File: config.mk
export PLATFORM = sky130hd
export DESIGN_NAME = score_tracker
export DESIGN_NICKNAME = d
export VERILOG_FILES = /design/src/rtl/score_pkg.sv /design/src/rtl/bcd_counter.sv /design/src/rtl/score_tracker.sv
export SDC_FILE = /design/constraint.sdc
export NUM_CORES = 1
export LEC_CHECK = 0
export CAP_MARGIN = 20
export CORE_ASPECT_RATIO = 0.6
export CORE_MARGIN = 2
export CORE_UTILIZATION = 50
export DETAILED_ROUTE_END_ITERATION = 16
export HOLD_SLACK_MARGIN = 0.1
export MAX_ROUTING_LAYER = met4
export PLACE_DENSITY = 0.8
export SLEW_MARGIN = 5
export SYNTH_ARGS = -nofsm -noshare
export SYNTH_HDL_FRONTEND = slang
export SYNTH_SLANG_ARGS = --single-unit
File: constraint.sdc
create_clock -name i_clk -period 7.7 [get_ports i_clk]
set_clock_uncertainty 0.15 [all_clocks]
set_input_delay 0.77 -clock i_clk [delete_from_list [all_inputs] [get_ports i_clk]]
set_output_delay 0.77 -clock i_clk [all_outputs]
set_load 0.005 [all_outputs]
File: src/rtl/score_pkg.sv
// score_pkg: shared types and constants for the score tracker.
// Game state encoding and BCD digit type.
package score_pkg;

  typedef enum logic [1:0] {
    IDLE = 2'd0,
    PLAY = 2'd1,
    OVER = 2'd2
  } game_state_t;

  typedef logic [3:0] bcd_digit_t;

  localparam bcd_digit_t BCD_MAX_DIGIT = 4'd9;

endpackage

File: src/rtl/bcd_counter.sv
// bcd_counter: saturating multi-digit BCD accumulator.
// Adds 1 or 2 per update; an overflowing sum holds at all-9s.
module bcd_counter
  import score_pkg::*;
#(
  parameter int DIGITS = 4
) (
  input  logic                  clk,
  input  logic                  reset,
  input  logic                  clear,
  input  logic                  add1,
  input  logic                  add2,
  output logic [4*DIGITS-1:0]   count,
  output logic [4*DIGITS-1:0]   next_count
);

  logic [4*DIGITS-1:0] nines;
  logic [4*DIGITS-1:0] sum_all;
  logic [4:0]          carry;
  logic [4:0]          dsum;

  // Ripple the increment through the digits, saturating on carry-out
  always_comb begin
    carry   = add2 ? 5'd2 : {4'd0, add1};
    sum_all = count;
    nines   = '0;
    dsum    = '0;
    for (int i = 0; i < DIGITS; i++) begin
      nines[4*i +: 4] = BCD_MAX_DIGIT;
      dsum = {1'b0, count[4*i +: 4]} + carry;
      if (dsum > 5'd9) begin
        sum_all[4*i +: 4] = 4'(dsum - 5'd10);
        carry = 5'd1;
      end else begin
        sum_all[4*i +: 4] = dsum[3:0];
        carry = 5'd0;
      end
    end
    next_count = (carry != 5'd0) ? nines : sum_all;
  end

  // Score register: cleared on reset or new game, updated on credit
  always_ff @(posedge clk) begin
    if (reset || clear)
      count <= '0;
    else if (add1 || add2)
      count <= next_count;
  end

endmodule

File: src/rtl/score_tracker.sv
// score_tracker: frame-synchronous scoring and game-state control.
// Coin credits, BCD score/high score, collision-driven game over.
module score_tracker
  import score_pkg::*;
#(
  parameter int DIGITS           = 4,
  parameter int OVER_HOLD_FRAMES = 120
) (
  input  logic                i_clk,
  input  logic                i_reset,
  input  logic                i_v_sync,
  input  logic                i_start,
  input  logic                i_scored_left,
  input  logic                i_scored_right,
  input  logic                i_penguin_pixel,
  input  logic                i_obstacle_pixel,
  output logic [4*DIGITS-1:0] o_score,
  output logic [4*DIGITS-1:0] o_high_score,
  output logic [1:0]          o_state,
  output logic                o_score_pulse
);

  localparam int HW = $clog2(OVER_HOLD_FRAMES + 1);

  game_state_t         state;
  logic [HW-1:0]       hold;
  logic [1:0]          vs_sync;
  logic                vs_d;
  logic                frame_tick;
  logic                prev_l;
  logic                prev_r;
  logic                primed;
  logic                hit;
  logic                hit_set;
  logic                collide;
  logic                credit_l;
  logic                credit_r;
  logic                go;
  logic [4*DIGITS-1:0] next_score;

  assign frame_tick = vs_sync[1] & ~vs_d;
  assign hit_set    = (state == PLAY) & i_penguin_pixel & i_obstacle_pixel;
  assign collide    = hit | hit_set;
  // primed blocks a credit on the first tick after a start, so a coin
  // that is already high when the game begins is only sampled
  assign credit_l   = frame_tick & (state == PLAY) & primed
                    & i_scored_left & ~prev_l;
  assign credit_r   = frame_tick & (state == PLAY) & primed
                    & i_scored_right & ~prev_r;
  assign go         = i_start & ((state == IDLE)
                    | ((state == OVER) & (hold == '0)));
  assign o_state    = state;

  bcd_counter #(.DIGITS(DIGITS)) u_count (
    .clk        (i_clk),
    .reset      (i_reset),
    .clear      (go),
    .add1       (credit_l ^ credit_r),
    .add2       (credit_l & credit_r),
    .count      (o_score),
    .next_count (next_score)
  );

  // v_sync synchronizer and rising-edge detector
  always_ff @(posedge i_clk) begin
    if (i_reset) begin
      vs_sync <= '0;
      vs_d    <= 1'b0;
    end else begin
      vs_sync <= {vs_sync[0], i_v_sync};
      vs_d    <= vs_sync[1];
    end
  end

  // Game FSM, coin sampling, collision flag and high score
  always_ff @(posedge i_clk) begin
    if (i_reset) begin
      state         <= IDLE;
      hold          <= '0;
      prev_l        <= 1'b0;
      prev_r        <= 1'b0;
      primed        <= 1'b0;
      hit           <= 1'b0;
      o_high_score  <= '0;
      o_score_pulse <= 1'b0;
    end else begin
      o_score_pulse <= credit_l | credit_r;
      if (frame_tick) begin
        prev_l <= i_scored_left;
        prev_r <= i_scored_right;
        primed <= 1'b1;
        hit    <= 1'b0;
      end else if (hit_set) begin
        hit <= 1'b1;
      end
      unique case (state)
        IDLE: ;
        PLAY: begin
          if (frame_tick && collide) begin
            state <= OVER;
            hold  <= HW'(OVER_HOLD_FRAMES);
            // valid BCD orders the same as plain binary
            if (next_score > o_high_score)
              o_high_score <= next_score;
          end
        end
        OVER: begin
          if (frame_tick && hold != '0)
            hold <= hold - HW'(1);
        end
        default: state <= IDLE;
      endcase
      if (go) begin
        state  <= PLAY;
        hold   <= '0;
        hit    <= 1'b0;
        prev_l <= 1'b0;
        prev_r <= 1'b0;
        primed <= 1'b0;
      end
    end
  end

endmodule

==> results of run 1 <==
per-stage QoR:
stage | setup slack, ns | std cells | cell area (µm²)
after detailed placement | -0.7739 | 568 | 4083
after floorplan | 0.009372 | 414 | 3271
after CTS | 0.01520 | 583 | 4418
after global routing | -0.1146 | 590 | 4574
final | 0.08870 | 590 | 4574
after global placement | -0.4418 | 568 | 4083
area by class of cell:
cell class                 count  area share (%)
clock buffer                   6           1.805
tap                           84           2.298
inverter                      37           3.091
clock inverter                 2          0.8206
multi-input combinational    302           50.08
timing repair buffer         110           20.46
sequential                    49           21.44
flip-flops by register name, indices dropped and copies added, names as in the netlist:
| name | count |
|---|---|
| o_high_score | 16 |
| hit | 1 |
| u_count.count | 16 |
| o_score_pulse | 1 |
| vs_d | 1 |
| prev_r | 1 |
| hold | 7 |
| vs_sync | 2 |
| primed | 1 |
| o_state | 2 |
| prev_l | 1 |
where the power goes:
| part | switching, mW | internal (mW) |
|---|---|---|
| Sequential | 0.00118 | 0.255 |
| Clock | 0.0880 | 0.106 |
| Combinational | 0.0100 | 0.00823 |
| Total | 0.0993 | 0.369 |
worst paths after layout:
| check | from | end | cells past startpoint |
|---|---|---|---|
| max | vs_sync[1]$_SDFF_PP0_ | o_high_score[6]$_SDFFE_PP0P_ | 33 |
| min | vs_sync[0]$_SDFF_PP0_ | vs_sync[1]$_SDFF_PP0_ | 1 |
| max reg2reg | vs_sync[1]$_SDFF_PP0_ | o_high_score[6]$_SDFFE_PP0P_ | 33 |
| min reg2reg | vs_sync[0]$_SDFF_PP0_ | vs_sync[1]$_SDFF_PP0_ | 1 |
cell families after synthesis:
kind of cell | synth area share [%]
compound gates | 21.08
simple gates | 21.79
flops | 30.55
fa+ha+maj | 12.70
mux | 2.611
buf+inv | 7.443
xor+xnor | 3.819
worst max-delay path: cells and delay by family, from the launching register on:
family	cells	cell delay, ns
simple gates	13	2.73
buf+inv	2	0.09
compound gates	9	1.81
fa+ha+maj	9	2.38
flops	1	0.37
layout by cell type (no fill, tap or decap), types with 6 or more instances in the layout:
cell / instances
o21ai_0: 15
ha_4: 7
nand2_1: 21
clkbuf_8: 6
nor2_1: 38
nor3_1: 12
buf_4: 68
a211oi_1: 12
nand3_1: 13
xnor2_1: 10
a21oi_1: 47
inv_1: 33
ha_1: 23
dfxtp_1: 49
clkdlybuf4s50_1: 40
timing repair:
action / CTS / global route
setup buffers: 7 / 7
endpoints found under the setup margin: 16 / 16
pin swaps: 12 / 25
resized for setup: 29 / 27
gates cloned: 0 / 0
hold buffers: 0 / 0
metal layers:
layer  global-route usage (%)  share of wire [%]
met1                    41.34                 47
met2                    42.41                 43
met3                    6.305                7.8
met4                    8.974                1.4
met5                        -                  0
==> impl_metrics.json, run 1 <==
{
  "yosysTopAreaCell": "dfxtp_1",
  "cts_tree": "built",
  "n_antenna_cell": 0,
  "maxSlewHeadroom_pct": 25.85,
  "async_reset_ff_share_pct": 0,
  "cellPowerDensity_mw_per_mm2": 102.3,
  "rows": 22,
  "hpwlAfterDp_um": 7061,
  "drt_wl_total_um": 10310,
  "fin_nets": 545,
  "fin_hold_ws_ns": 0.3073,
  "status": "complete, no violations",
  "start_kind": "flip-flop",
  "hp-class": "reg -> reg",
  "clock_latency_ns": 0.31,
  "synth.distinct_cells": 53,
  "cts.sinks": 49,
  "max_stage_delay_ns": 0.56,
  "reg2reg_slack_ns": 0.09,
  "io_pins": 43,
  "die_h_um": 66.07,
  "required_ns": 7.77,
  "cts_buffers": 5,
  "post-route-util_pct": 74.19,
  "grt_pass1_wl_um": 15780,
  "portBuffers": 42,
  "grt_start_max_net_pins": 29,
  "clock-root-buffer": "clkbuf_8",
  "drt_iter0_drc": 262,
  "die_w_um": 107.5,
  "worst_pin_slew_ns": 1.112,
  "synth_nets": 454,
  "yosys.area.top_type_share_pct": 30.55,
  "core_mm2": 0.006166,
  "filler_cell_count": 441,
  "drc": 0,
  "antenna_left": 0,
  "syn_area_mm2": 0.003211,
  "cts.path.max_buffers": 2,
  "totalPowerFinal_mw": 0.4682,
  "htreeDepth": 2,
  "crit_path_frequent_cell": "ha_4",
  "die_area_mm2": 0.007099,
  "synth_warnings": 0,
  "finalSetupViolations": 0,
  "path_class": "reg -> reg",
  "synth_edf_count": 0,
  "ys.flop_type": "dfxtp_1",
  "clkTransAtPathRegs_ns": 0.09,
  "cp_slowest_cell": "fa_2",
  "ys_seq_area_share_pct": 30.55,
  "synth_common_cells": "a21oi_1, dfxtp_1, nor2_1",
  "synth.most_common_cell": "a21oi_1",
  "gp_congestion": 0.9220,
  "antenna_found_initial": 0,
  "fmax_mhz": 131.4,
  "grtUsageTotal_pct": 29.41,
  "first_pass_iters": 5,
  "area_delta_synth_final_pct": 42.48,
  "max-vdd-ir-drop_v": 0.0001194,
  "vias": 3392,
  "drive_gt1_share_pct": 25.30,
  "crit_arrival_ns": 7.68,
  "cp-end-kind": "flip-flop",
  "ys_ff_latch": 49,
  "slew_viol_final": 0,
  "tns_ns": 0,
  "seq_area_um2": 980.9,
  "syn_avg_cell_area_um2": 7.755,
  "hold_viol_final": 0,
  "path_max_fanout": 5,
  "grt_pass1_vias": 3130,
  "synthCells": 414,
  "maxCapViolCount": 0,
  "synthTopCellsByArea": "dfxtp_1, ha_1, a21oi_1",
  "grt-ovfl-total": 0,
  "p_leak_nw": 1.870,
  "multiInputGateArea_mm2": 0.002291,
  "fin_crit_ns": 7.611,
  "routedWlPerCell_um": 17.47,
  "initial_utilization_pct": 52.07,
  "viasPerCell": 5.749,
  "post-route-period-util_pct": 98.85
}
(Power assumes the default switching activity.)
==> run 2: changes to the inputs <==
- MAX_ROUTING_LAYER: met4 -> not set
==> run 2 against run 1 <==
Effect of this change:
- combinational power about the same
- register-to-register slack got worse by 0.02 ns
- core utilization unchanged
- global-route usage is 0.81 points lower
- wire length down 0.41%
==> impl_metrics.json, run 2 (synthesis results as in run 1) <==
{
  "status": "complete, no violations",
  "viasPerCell": 5.729,
  "path_class": "reg -> reg",
  "final_common_cell": "buf_4",
  "filler_cell_count": 441,
  "n_antenna_cell": 0,
  "fin_crit_ns": 7.629,
  "grt_start_max_net_pins": 29,
  "finalSetupViolations": 0,
  "portBuffers": 42,
  "initial_utilization_pct": 52.07,
  "fin_hold_ws_ns": 0.3071,
  "hold_viol_final": 0,
  "totalPowerFinal_mw": 0.4683,
  "max-vdd-ir-drop_v": 0.0001204,
  "r2r-start": "vs_sync[1]$_SDFF_PP0_",
  "die_area_mm2": 0.007099,
  "finalNonFillerCells": 590,
  "top_regs": "o_high_score x16, u_count.count x16, hold x7",
  "vias": 3380,
  "internal_power_mw": 0.3689,
  "drt_wl_total_um": 10270,
  "clock_latency_ns": 0.31,
  "dpl-instance-area_mm2": 0.004083,
  "cellPowerDensity_mw_per_mm2": 102.4,
  "sequentialPowerShare_pct": 54.7,
  "path_max_fanout": 5,
  "clkTransAtPathRegs_ns": 0.09,
  "hp-start": "vs_sync[0]$_SDFF_PP0_",
  "reg2reg_slack_ns": 0.07,
  "worstHoldPathCells": 1,
  "post-place-cells": 568,
  "cts.sinks": 49,
  "rows": 22,
  "grt_pass1_wl_um": 15770,
  "cp.depth": 33,
  "cp-end-kind": "flip-flop",
  "holdBufCountCts": 0,
  "worst_pin_slew_ns": 1.106,
  "die_h_um": 66.07,
  "core_mm2": 0.006166,
  "die_w_um": 107.5,
  "most-common-layout-cells": "buf_4, dfxtp_1, a21oi_1",
  "clockPowerShare_pct": 41.4,
  "drive_gt1_share_pct": 25.30,
  "worstReg2RegEnd": "o_high_score[6]$_SDFFE_PP0P_",
  "slew_viol_final": 0,
  "drt_iter0_drc": 299,
  "p_switching_mw": 0.09939,
  "htreeDepth": 2,
  "maxCapViolCount": 0,
  "seq_area_um2": 980.9,
  "area_delta_synth_final_pct": 42.48,
  "dp_slack_ns": -0.7739,
  "max_stage_delay_ns": 0.55,
  "grt-ovfl-total": 0,
  "fin_area_mm2": 0.004574,
  "crit_buf_inv": 2,
  "drc": 0,
  "start_kind": "flip-flop",
  "first_pass_iters": 5,
  "multiInputGateArea_mm2": 0.002291,
  "crit_arrival_ns": 7.70,
  "crit_path_frequent_cell": "ha_4",
  "gp_congestion": 0.9064,
  "cts.path.max_buffers": 2,
  "maxSlewHeadroom_pct": 26.28,
  "antenna_left": 0,
  "p_comb_share_pct": 3.9,
  "switching_share_pct": 21.22,
  "grt_pass1_vias": 3129,
  "cpLargestDelayFamily": "simple AND/OR/NAND/NOR gates",
  "antenna_found_initial": 0,
  "post-route-period-util_pct": 99.08,
  "cp_slowest_cell": "fa_2",
  "grtUsageTotal_pct": 28.60,
  "io_pins": 43,
  "hpwlAfterDp_um": 7061,
  "p_leak_nw": 1.870,
  "hold_end": "vs_sync[1]$_SDFF_PP0_",
  "timing.final.ws_setup_ns": 0.07112,
  "fmax_mhz": 131.1,
  "fin_nets": 545,
  "required_ns": 7.77,
  "clock-root-buffer": "clkbuf_8",
  "hp-class": "reg -> reg",
  "cts_tree": "built",
  "routedWlPerCell_um": 17.40,
  "cts_buffers": 5,
  "worst-r2r-cell-count": 33
}
==> run 2: area by class of cell <==
class,count,area share (%)
Timing Repair Buffer,110,20.46
Sequential cell,49,21.44
Multi-Input combinational cell,302,50.08
Inverter,37,3.091
Tap cell,84,2.298
Clock inverter,2,0.8206
Clock buffer,6,1.805
==> run 2: power by group through the flow <==
| stage | clock [mW] | combinational [mW] | sequential [mW] |
|---|---|---|---|
| after global routing | 0.203 | 0.0198 | 0.256 |
| final | 0.194 | 0.0183 | 0.256 |
| after CTS | 0.195 | 0.0178 | 0.256 |
| after global placement | 0 | 0.0173 | 0.262 |
| after floorplan | 0 | 0.00958 | 0.262 |
| after detailed placement | 0 | 0.0176 | 0.262 |
==> run 2: layer usage <==
metal / GRT usage, % / share of wire, %
met1: 41.46 / 47
met2: 42.48 / 44
met3: 5.911 / 7.5
met4: 8.974 / 1.3
met5: 0 / 0
==> run 2: timing repair <==
item | in CTS | in global routing
pin swaps | 12 | 25
buffers inserted | 7 | 7
resized for setup | 29 | 27
endpoints found under the hold margin | 0 | 0
setup endpoints to repair | 16 | 16
==> run 2: how the worst max path moves through the flow <==
stage                                   end  slack [ns]                  start
2_1_floorplan  o_high_score[0]$_SDFFE_PP0P_       0.009          i_scored_left
3_3_place_gp   o_high_score[2]$_SDFFE_PP0P_       -0.44          i_scored_left
3_5_place_dp   o_high_score[2]$_SDFFE_PP0P_       -0.77          i_scored_left
4_1_cts        o_high_score[2]$_SDFFE_PP0P_        0.02          i_scored_left
5_1_grt        o_high_score[6]$_SDFFE_PP0P_       -0.09  vs_sync[1]$_SDFF_PP0_
6_report       o_high_score[6]$_SDFFE_PP0P_        0.07  vs_sync[1]$_SDFF_PP0_
==> run 2: stage by stage <==
step	TNS, ns	utilization, %
CTS	0	71.65
global route	-0.4013	74.19
global placement	-5.506	66.21
finish	0	74.19
floorplan	0	-
detailed placement	-11.19	66.21
==> variant, RTL diff (flow settings as in run 2) <==
`DIGITS` is set to 4 in 2 places; all go to 3.
--- a/src/rtl/bcd_counter.sv
+++ b/src/rtl/bcd_counter.sv
@@ -3,7 +3,7 @@
 module bcd_counter
   import score_pkg::*;
 #(
-  parameter int DIGITS = 4
+  parameter int DIGITS = 3
 ) (
   input  logic                  clk,
   input  logic                  reset,
--- a/src/rtl/score_tracker.sv
+++ b/src/rtl/score_tracker.sv
@@ -3,7 +3,7 @@
 module score_tracker
   import score_pkg::*;
 #(
-  parameter int DIGITS           = 4,
+  parameter int DIGITS           = 3,
   parameter int OVER_HOLD_FRAMES = 120
 ) (
   input  logic                i_clk,
Ports: changed (resized o_high_score and o_score); port bits go from 43 to 35. The function was not compared with the original's and may differ.
==> variant against run 2 <==
Sequential cell count fell by 8; cell count down 29%; worst setup slack improved by 190 ps; synthesized area down 21%; critical path depth shrank 2; wire length decreased by 39%; cell area fell by 30%; first-iteration DRC count shrank 59%; global-route usage fell by 7.0 points; total power fell by 14%; largest power group unchanged.
==> variant: results <==
group,metric,value,unit
status,status,"finished clean",
power_and_ir_drop,p_leak,1.28,nW
worst_setup_path,cp_max_fo,7,
final_layout,multi_input_gates,225,
final_layout,multi_input_area,1600,µm²
clock_network,ctsResizeCount,0,
power_and_ir_drop,seq-power,0.000215,W
worst_setup_path,max_stage_delay,480,ps
global_routing,met1_usage,33.8,%
final_layout,seq_cell_count,41,
detailed_routing,wl_met2,2670,µm
placed_design,port_buffers,34,
placed_design,gp_congestion,0.907,
power_and_ir_drop,p_switching,0.0000862,W
worst_setup_path,worstSetupStartpoint,"i_scored_left",
detailed_routing,drt-met1-wl,3120,µm
clock_network,postCtsSetupRepairBufs,0,
final_layout,final.fill_count,420,
logic_synthesis,synth_nets,339,
final_layout,area_delta_synth_final,24.9,%
floorplan,rows,20,
detailed_routing,met3_length,375,µm
timing,tightestPinTransition,911,ps
final_layout,sh_seq_area,25.8,%
global_routing,grt_util_met3,5.09,%
logic_synthesis,synth_common_cells,"dfxtp_1 (41), nor2_1 (38), inv_1 (26)",
global_routing,grtUsageTotal,21.6,%
worst_setup_path,critPathArrivalTime,7450,ps
detailed_routing,drtIter0Drc,123,
timing,setup_ws,259,ps
final_layout,buffer_area_share,14.9,%
detailed_routing,wirelength,6220,µm
global_routing,met2_usage,28.9,%
logic_synthesis,yosysSeqAreaShare,32.2,%
placed_design,post_dp_cell_area,3010,µm²
placed_design,dp_hpwl,4420,µm
final_layout,fin_cells,416,
final_layout,final-clk-cell-share,3.26,%
final_layout,nNonClkInverters,26,
worst_setup_path,worst_path_dominant_cell_family,"adder cells",
final_layout,final_nets,383,
power_and_ir_drop,seqPwrFrac,53.5,%
worst_setup_path,cp_slowest_cell,"or3b_2",
power_and_ir_drop,p_comb,0.0000168,W
logic_synthesis,synth.top_cells.by_area,"dfxtp_1 (32%), ha_1 (12%), mux2i_1 (5.9%)",
-- variant: cell count changes after synthesis, sizes merged, moves of 5 or more --
cell,run 2,this run
a21oi,53,20
inv,37,26
a211oi,13,4
clkbuf,20,11
mux2i,6,15
o21ai,15,6
dfxtp,49,41
ha,31,24
nand2,25,19
nor2,43,38
-- variant: cells by family (layout without fill, tap and decap cells) --
group,count (synthesis),count (layout),share of synthesized area (%)
buf+inv,40,84,6.53
mux,16,16,6.34
fa+ha+maj,25,25,12.6
compound gates,59,59,16.6
simple gates,116,116,22.7
flops,41,41,32.2
xor+xnor,9,9,3.09
-- variant: how the worst min path moves through the flow --
stage	from	endpoint
2_1_floorplan	vs_sync[0]	vs_sync[1]
3_5_place_dp	vs_sync[0]	vs_sync[1]
6_report	vs_sync[0]	vs_sync[1]
3_3_place_gp	vs_sync[0]	vs_sync[1]
5_1_grt	vs_sync[0]	vs_sync[1]
4_1_cts	vs_sync[0]	vs_sync[1]
